`src/rtl/video_roi_cropper_if.sv`:
```
// Avalon-ST video beat bundle: one pixel per beat with packet framing and backpressure.
// The sink side does not consume 'empty'; every beat carries exactly one pixel.
interface video_roi_cropper_if #(
  parameter int DATA_W = 24
);
  logic [DATA_W-1:0] data;
  logic              startofpacket;
  logic              endofpacket;
  logic [1:0]        empty;
  logic              valid;
  logic              ready;

  modport master (output data, startofpacket, endofpacket, empty, valid, input ready);
  modport slave  (input data, startofpacket, endofpacket, valid, output ready);
endinterface

```
`src/rtl/video_roi_cropper.sv`:
```
// Crops a streamed RGB frame to a runtime rectangle and re-frames it as one output packet.
// Two-entry skid output (main + skid) gives a registered in_ready and 1 pixel/clk throughput.
module video_roi_cropper #(
  parameter int IN_WIDTH  = 320,
  parameter int IN_HEIGHT = 240,
  parameter int DATA_W    = 24,
  parameter int CW        = 9
) (
  input  logic                clk_clk,
  input  logic                reset_reset_n,
  input  logic [CW-1:0]       roi_x,
  input  logic [CW-1:0]       roi_y,
  input  logic [CW-1:0]       roi_w,
  input  logic [CW-1:0]       roi_h,
  video_roi_cropper_if.slave  in_st,
  video_roi_cropper_if.master out_st,
  output logic                frame_done,
  output logic                frame_error,
  output logic                roi_invalid
);
  localparam int              NPIX     = IN_WIDTH * IN_HEIGHT;
  localparam int              CNT_W    = $clog2(NPIX + 2);
  localparam logic [CW:0]     W_LIM    = (CW+1)'(IN_WIDTH);
  localparam logic [CW:0]     H_LIM    = (CW+1)'(IN_HEIGHT);
  localparam logic [CW-1:0]   X_LAST   = CW'(IN_WIDTH - 1);
  localparam logic [CNT_W-1:0] CNT_FULL = CNT_W'(NPIX);

  typedef enum logic [1:0] {IDLE, ACTIVE, CLOSE} state_t;

  function automatic logic [CW-1:0] sat_inc_y(input logic [CW-1:0] v);
    return (&v) ? v : v + CW'(1);
  endfunction

  function automatic logic [CNT_W-1:0] sat_inc_cnt(input logic [CNT_W-1:0] v);
    return (&v) ? v : v + CNT_W'(1);
  endfunction

  state_t              state_q, state_n;
  logic [CW-1:0]       x_q, y_q, rx_q, ry_q, rw_q, rh_q;
  logic [CNT_W-1:0]    cnt_q;
  logic                pkt_open_q, in_ready_q, hold_eop_q;
  logic                frame_done_q, frame_error_q, roi_invalid_q;
  logic [DATA_W-1:0]   hold_data_q;
  logic [DATA_W-1:0]   data_p1, skid_data_p1;
  logic                sop_p1, eop_p1, vld_p1;
  logic                skid_sop_p1, skid_eop_p1, skid_vld_p1;

  logic                accept, pop, roi_bad, latch, proc, start, go_close, err_restart;
  logic [CW:0]         sx, sy, ex_end, ey_end;
  logic [CW-1:0]       nrx, nry, nrw, nrh, erx, ery, erw, erh, ex, ey;
  logic [CNT_W-1:0]    ecnt, cnt_inc;
  logic [DATA_W-1:0]   b_data, push_data;
  logic                b_eop, keep, f_sop, f_eop, open_eff, push, push_sop, push_eop;
  logic                main_load, main_from_skid, skid_load, vld_n, skid_vld_n;

  assign accept  = in_st.valid & in_ready_q;
  assign pop     = vld_p1 & out_st.ready;

  // Illegal rectangles fall back to the whole frame.
  assign sx      = {1'b0, roi_x} + {1'b0, roi_w};
  assign sy      = {1'b0, roi_y} + {1'b0, roi_h};
  assign roi_bad = (roi_w == '0) | (roi_h == '0) | (sx > W_LIM) | (sy > H_LIM);
  assign nrx     = roi_bad ? '0 : roi_x;
  assign nry     = roi_bad ? '0 : roi_y;
  assign nrw     = roi_bad ? CW'(IN_WIDTH)  : roi_w;
  assign nrh     = roi_bad ? CW'(IN_HEIGHT) : roi_h;

  always_comb begin
    state_n     = state_q;
    proc        = 1'b0;
    start       = 1'b0;
    latch       = 1'b0;
    go_close    = 1'b0;
    err_restart = 1'b0;
    b_data      = in_st.data;
    b_eop       = in_st.endofpacket;
    case (state_q)
      IDLE: begin
        if (accept && in_st.startofpacket) begin
          proc  = 1'b1;
          start = 1'b1;
          latch = 1'b1;
        end
      end
      ACTIVE: begin
        if (accept) begin
          if (in_st.startofpacket) begin
            latch       = 1'b1;
            err_restart = 1'b1;
            if (pkt_open_q) begin
              go_close = 1'b1;
            end else begin
              proc  = 1'b1;
              start = 1'b1;
            end
          end else begin
            proc = 1'b1;
          end
        end
      end
      CLOSE: begin
        // Held SOP beat is replayed once the filler has room behind it.
        if (!skid_vld_p1) begin
          proc   = 1'b1;
          start  = 1'b1;
          b_data = hold_data_q;
          b_eop  = hold_eop_q;
        end
      end
      default: state_n = IDLE;
    endcase
    if (go_close)  state_n = CLOSE;
    else if (proc) state_n = b_eop ? IDLE : ACTIVE;
  end

  // Stage p0: classify the beat against the rectangle in force for this frame.
  assign erx       = latch ? nrx : rx_q;
  assign ery       = latch ? nry : ry_q;
  assign erw       = latch ? nrw : rw_q;
  assign erh       = latch ? nrh : rh_q;
  assign ex        = start ? '0 : x_q;
  assign ey        = start ? '0 : y_q;
  assign ecnt      = start ? '0 : cnt_q;
  assign cnt_inc   = sat_inc_cnt(ecnt);
  assign ex_end    = {1'b0, erx} + {1'b0, erw};
  assign ey_end    = {1'b0, ery} + {1'b0, erh};
  assign keep      = proc & (ecnt < CNT_FULL) & (ex >= erx) & ({1'b0, ex} < ex_end)
                   & (ey >= ery) & ({1'b0, ey} < ey_end);
  assign f_sop     = keep & (ex == erx) & (ey == ery);
  assign f_eop     = keep & ({1'b0, ex} == ex_end - (CW+1)'(1))
                   & ({1'b0, ey} == ey_end - (CW+1)'(1));
  assign open_eff  = ~start & pkt_open_q;
  assign push      = go_close | keep | (proc & b_eop & open_eff);
  assign push_sop  = f_sop;
  assign push_eop  = go_close | f_eop | (proc & b_eop & (open_eff | f_sop));
  assign push_data = go_close ? '0 : b_data;

  always_comb begin
    main_load      = 1'b0;
    main_from_skid = 1'b0;
    skid_load      = 1'b0;
    vld_n          = vld_p1;
    skid_vld_n     = skid_vld_p1;
    if (skid_vld_p1) begin
      if (pop) begin
        main_from_skid = 1'b1;
        skid_vld_n     = 1'b0;
      end
    end else if (push) begin
      if (!vld_p1 || pop) begin
        main_load = 1'b1;
        vld_n     = 1'b1;
      end else begin
        skid_load  = 1'b1;
        skid_vld_n = 1'b1;
      end
    end else if (pop) begin
      vld_n = 1'b0;
    end
  end

  // Stage p1: output main register, frame tracking and status.
  always_ff @(posedge clk_clk or negedge reset_reset_n) begin
    if (!reset_reset_n) begin
      state_q       <= IDLE;
      x_q           <= '0;
      y_q           <= '0;
      cnt_q         <= '0;
      rx_q          <= '0;
      ry_q          <= '0;
      rw_q          <= '0;
      rh_q          <= '0;
      roi_invalid_q <= 1'b0;
      pkt_open_q    <= 1'b0;
      in_ready_q    <= 1'b0;
      hold_eop_q    <= 1'b0;
      frame_done_q  <= 1'b0;
      frame_error_q <= 1'b0;
      vld_p1        <= 1'b0;
      skid_vld_p1   <= 1'b0;
      data_p1       <= '0;
      sop_p1        <= 1'b0;
      eop_p1        <= 1'b0;
    end else begin
      state_q       <= state_n;
      in_ready_q    <= ~skid_vld_n & (state_n != CLOSE);
      vld_p1        <= vld_n;
      skid_vld_p1   <= skid_vld_n;
      frame_done_q  <= proc & b_eop;
      frame_error_q <= err_restart | (proc & b_eop & (cnt_inc != CNT_FULL));
      if (proc) begin
        x_q   <= (ex == X_LAST) ? '0 : ex + CW'(1);
        y_q   <= (ex == X_LAST) ? sat_inc_y(ey) : ey;
        cnt_q <= cnt_inc;
      end
      if (latch) begin
        rx_q          <= nrx;
        ry_q          <= nry;
        rw_q          <= nrw;
        rh_q          <= nrh;
        roi_invalid_q <= roi_bad;
      end
      if (go_close) begin
        pkt_open_q <= 1'b0;
        hold_eop_q <= in_st.endofpacket;
      end else if (push) begin
        pkt_open_q <= (open_eff | push_sop) & ~push_eop;
      end
      if (main_load) begin
        data_p1 <= push_data;
        sop_p1  <= push_sop;
        eop_p1  <= push_eop;
      end else if (main_from_skid) begin
        data_p1 <= skid_data_p1;
        sop_p1  <= skid_sop_p1;
        eop_p1  <= skid_eop_p1;
      end
    end
  end

  always_ff @(posedge clk_clk) begin
    if (skid_load) begin
      skid_data_p1 <= push_data;
      skid_sop_p1  <= push_sop;
      skid_eop_p1  <= push_eop;
    end
    if (go_close) hold_data_q <= in_st.data;
  end

  assign in_st.ready          = in_ready_q;
  assign out_st.data          = data_p1;
  assign out_st.startofpacket = sop_p1;
  assign out_st.endofpacket   = eop_p1;
  assign out_st.empty         = '0;
  assign out_st.valid         = vld_p1;
  assign frame_done           = frame_done_q;
  assign frame_error          = frame_error_q;
  assign roi_invalid          = roi_invalid_q;
endmodule

```
`src/flat_wrapper.sv`:
```
// flat-port wrapper written by rule: the top's interface ports become plain ports
module video_roi_cropper_flat 
#(
  parameter int IN_WIDTH  = 320,
  parameter int IN_HEIGHT = 240,
  parameter int DATA_W    = 24,
  parameter int CW        = 9
)
  (clk_clk, reset_reset_n, roi_x, roi_y, roi_w, roi_h, frame_done, frame_error, roi_invalid, in_st_data, in_st_startofpacket, in_st_endofpacket, in_st_valid, in_st_ready, out_st_data, out_st_startofpacket, out_st_endofpacket, out_st_empty, out_st_valid, out_st_ready);
  video_roi_cropper_if #(.DATA_W(DATA_W)) in_st_i ();
  video_roi_cropper_if #(.DATA_W(DATA_W)) out_st_i ();
  input  logic clk_clk;
  input  logic reset_reset_n;
  input  logic [CW-1:0] roi_x;
  input  logic [CW-1:0] roi_y;
  input  logic [CW-1:0] roi_w;
  input  logic [CW-1:0] roi_h;
  output logic frame_done;
  output logic frame_error;
  output logic roi_invalid;
  input wire logic [$bits(in_st_i.data)-1:0] in_st_data;
  input wire logic [$bits(in_st_i.startofpacket)-1:0] in_st_startofpacket;
  input wire logic [$bits(in_st_i.endofpacket)-1:0] in_st_endofpacket;
  input wire logic [$bits(in_st_i.valid)-1:0] in_st_valid;
  output wire logic [$bits(in_st_i.ready)-1:0] in_st_ready;
  output wire logic [$bits(out_st_i.data)-1:0] out_st_data;
  output wire logic [$bits(out_st_i.startofpacket)-1:0] out_st_startofpacket;
  output wire logic [$bits(out_st_i.endofpacket)-1:0] out_st_endofpacket;
  output wire logic [$bits(out_st_i.empty)-1:0] out_st_empty;
  output wire logic [$bits(out_st_i.valid)-1:0] out_st_valid;
  input wire logic [$bits(out_st_i.ready)-1:0] out_st_ready;
  assign in_st_i.data = in_st_data;
  assign in_st_i.startofpacket = in_st_startofpacket;
  assign in_st_i.endofpacket = in_st_endofpacket;
  assign in_st_i.valid = in_st_valid;
  assign in_st_ready = in_st_i.ready;
  assign out_st_data = out_st_i.data;
  assign out_st_startofpacket = out_st_i.startofpacket;
  assign out_st_endofpacket = out_st_i.endofpacket;
  assign out_st_empty = out_st_i.empty;
  assign out_st_valid = out_st_i.valid;
  assign out_st_i.ready = out_st_ready;
  video_roi_cropper #(.IN_WIDTH(IN_WIDTH), .IN_HEIGHT(IN_HEIGHT), .DATA_W(DATA_W), .CW(CW)) u_core (.clk_clk(clk_clk), .reset_reset_n(reset_reset_n), .roi_x(roi_x), .roi_y(roi_y), .roi_w(roi_w), .roi_h(roi_h), .in_st(in_st_i), .out_st(out_st_i), .frame_done(frame_done), .frame_error(frame_error), .roi_invalid(roi_invalid));
endmodule
```
`config.mk`:
```
export PLATFORM = sky130hd
export DESIGN_NAME = video_roi_cropper_flat
export DESIGN_NICKNAME = d
export VERILOG_FILES = /design/src/rtl/video_roi_cropper_if.sv /design/src/rtl/video_roi_cropper.sv /design/src/flat_wrapper.sv
export SDC_FILE = /design/constraint.sdc
export NUM_CORES = 1
export LEC_CHECK = 0
export CELL_PAD_IN_SITES_DETAIL_PLACEMENT = 1
export CELL_PAD_IN_SITES_GLOBAL_PLACEMENT = 2
export CORE_UTILIZATION = 39
export CTS_BUF_LIST = sky130_fd_sc_hd__clkbuf_2
export DETAILED_ROUTE_END_ITERATION = 10
export PLACE_DENSITY = 0.89
export SYNTH_ARGS = -nofsm -noshare
export SYNTH_HDL_FRONTEND = slang
export SYNTH_SLANG_ARGS = --single-unit
export TNS_END_PERCENT = 30
```
`constraint.sdc`:
```
create_clock -name clk_clk -period 9.7 [get_ports clk_clk]
set_input_delay 1.94 -clock clk_clk [delete_from_list [all_inputs] [get_ports clk_clk]]
set_output_delay 1.94 -clock clk_clk [all_outputs]
set_load 0.02 [all_outputs]
```
==> metrics.yaml <==
worst_setup_path:
  cp_max_fo: 26
  critPathRequiredTime_ns: 10.43
  crit_type: "input port to register"
  cpPeakStageDelay_ns: 0.50
  ff2ff_setup_slack_ns: 2.63
  cpMaxStageDelayCell: "clkdlybuf4s50_1"
  arrival_ns: 9.62
  endpoint_kind: "register"
  cp-start-kind: "input port"
synthesis:
  yosysTopAreaCell: "dfrtp_1"
  synthArstFlopShare_pct: 68.2
  avgSynthCellArea_sq_um: 10.0
  synth_area_sq_um: 10400
  ys_types: 91
  synthFlopType: "dfrtp_1"
  synth_area_leaders: "dfrtp_1, edfxtp_1, ha_1, mux2_2, nor2_1"
  yosysSeqAreaShare_pct: 40.3
  synth_cells: 1033
  synth_edf_count: 50
  synth_warnings: 0
  ys_ff_latch: 157
  synth_top_area_share_pct: 25.8
floorplanning:
  fp.dieW_um: 165
  ios: 99
  initial_core_util_pct: 39.8
  dieHeight_um: 165
  rows: 59
  core_area_sq_um: 26100
  dieArea_sq_um: 27300
cts:
  post-cts-setup-buffer-count: 0
  clk_transition_reported_paths_ns: 0.29
  cts_resized: 0
  htree_levels: 4
  cts_max_path_buffers: 2
  cts_tree: "yes"
  clock-sinks: 157
  hold_buffers: 0
  clockRootBuffer: "clkbuf_2"
  numCtsBuffers: 17
  clk_latency_ns: 0.83
placed_design:
  hpwl_mm: 20.9
  post-place-cells: 1440
  port_buffers: 96
  routabilityCongestion: 0.843
power_and_ir_drop:
  p_total_mw: 2.57
  vdd_drop_max_mv: 0.133
  combPwrFrac_pct: 49.0
  p_per_area_nw_per_um2: 214
  seqPwrFrac_pct: 34.9
  p_int_mw: 1.49
  clockPowerShare_pct: 16.1
  p_sw_share_pct: 41.8
  switchingPower_mw: 1.08
  power_leakage_nw: 5.16
detailed_routing:
  first_pass_iters: 4
  avgRoutedWirePerCell_um: 18.9
  drt_wl_total_mm: 27.9
  ant_nets: 0
  drtIter0Drc: 421
  vias_per_cell: 5.61
  drc: 0
  vias: 8268
sta:
  fmax_mhz: 112
  finalHoldWorstSlack_ns: 0.529
  final-setup-viol-count: 0
  hold_violations: 0
  worst_pin_slew_ns: 1.10
  fin_crit_ns: 8.89
  timing.slew.headroom_pct: 26.5
  fin_worst_skew_ns: 0.0561
  rsz0062_at_grt: "no"
  maxSlewViolCount: 0
  fin_tns_setup_ns: 0
  fin_crit_sh_pct: 91.7
final_layout:
  final_util_pct: 46.0
  layout-drive-gt1-share_pct: 10.5
  finalNonFillerCells: 1473
  final_nets: 1266
  area_delta_synth_final_pct: 15.5
grt:
  grt_max_degree: 71
  grt_usage_pct: 21.5
  grt_pass1_wl_mm: 46.1
  grt-ovfl-total: 0
  antenna_found_initial: 1
  grt_pass1_vias: 8784
status:
  status: "complete, no violations"
worst_hold_path:
  hold_class: "register to register"
flow_run:
  cap_viol_max_count: 0
[cell usage after synthesis, drive strengths merged, types with 15 or more instances]
library cell / instances
o21ai: 58
a21oi: 52
mux2: 51
xnor2: 26
mux2i: 28
a21o: 32
edfxtp: 50
dfrtp: 107
and2: 17
clkbuf: 26
inv: 60
nand3: 33
ha: 72
nor2: 77
a22o: 23
xor2: 23
nand2: 66
nor3: 16
nand4: 15
and3: 16
[critical path: cells and delay by family]
kind,cells,cell delay [ns]
AO/OA/AOI/OAI,17,3.58
adder cells (fa/ha/maj),5,1.54
AND/OR/NAND/NOR,3,1.06
buffers and inverters,3,0.74
multiplexers,1,0.41
XOR/XNOR,1,0.35
[metrics by stage]
step           cell area [sq um]  setup WS [ns]
5_1_grt                    12000          0.339
4_1_cts                    12000          0.942
3_3_place_gp               11700          0.375
2_1_floorplan              10400          0.328
3_5_place_dp               11700         0.0987
6_report                   12000          0.808
[final cells by class]
class,instances,area (sq um)
Sequential cell,157,4180
Antenna cell,1,2.50
Timing Repair Buffer,111,1070
Multi-Input combinational cell,777,5810
Tap cell,335,419
Fill cell,2930,14100
Clock inverter,15,195
Clock buffer,17,85.1
Inverter,60,225
[layer usage]
layer  global-route usage (%)  share of wire, %  up-vias
met1                     29.0                49     4144
met4                     4.92              0.95        0
met2                     36.7                48      108
met3                     2.52               2.3       21
li1                         -                 -     3995
met5                        0                 0        -
[cells by family after synthesis]
group                    after synthesis  synth area share (%)
AND/OR/NAND/NOR                      298                  14.4
buffers and inverters                100                  3.99
adder cells (fa/ha/maj)               78                  9.66
other                                  1                0.0362
multiplexers                          79                  8.93
AO/OA/AOI/OAI                        270                  18.3
flip-flops                           157                  40.3
XOR/XNOR                              50                  4.43
[power groups by stage]
stage	clock network, mW	registers, mW	logic, mW
finish	0.413	0.898	1.26
global route	0.452	0.915	1.40
CTS	0.428	0.898	1.27
detailed placement	0	0.913	1.26
global placement	0	0.903	1.22
floorplan	0	0.959	0.813
[worst paths after layout]
path,from,endpoint,depth (start not counted)
hold / removal,u_core.hold_eop_q$_DFFE_PN0P_,u_core.hold_eop_q$_DFFE_PN0P_,2
min in group asynchronous,reset_reset_n,u_core.rw_q[6]$_DFF_PN0_,1
setup / recovery,roi_h[0],u_core.out_st.data[5]$_DFFE_PN0P_,30
hold reg to reg,u_core.hold_eop_q$_DFFE_PN0P_,u_core.hold_eop_q$_DFFE_PN0P_,2
max in group asynchronous,reset_reset_n,u_core.y_q[3]$_DFFE_PN0P_,2
setup reg to reg,u_core.state_q[1]$_DFF_PN0_,u_core.out_st.data[5]$_DFFE_PN0P_,26
[flip-flops by register name, indices dropped and copies added, names as in the netlist, 2 cells and up]
register,count
u_core.rx_q,9
u_core.x_q,9
u_core.state_q,2
u_core.rh_q,9
u_core.cnt_q,17
u_core.out_st.data,24
u_core.hold_data_q,24
u_core.y_q,9
u_core.ry_q,9
u_core.rw_q,9
u_core.skid_data_p1,24
[cells in the final DEF, fill, tap and decap left out, types with 26 or more instances in the layout]
| master | synthesis | layout |
|---|---|---|
| mux2_2 | 26 | 26 |
| nand3_1 | 33 | 33 |
| mux2i_1 | 28 | 28 |
| edfxtp_1 | 50 | 50 |
| clkdlybuf4s50_1 | 0 | 95 |
| a21oi_1 | 51 | 51 |
| nand2_1 | 66 | 66 |
| a21o_1 | 32 | 32 |
| nor2_1 | 77 | 75 |
| inv_1 | 59 | 59 |
| ha_1 | 72 | 72 |
| dfrtp_1 | 107 | 107 |
| o21ai_0 | 57 | 57 |
Note: power is estimated with default switching activity, not from simulation.
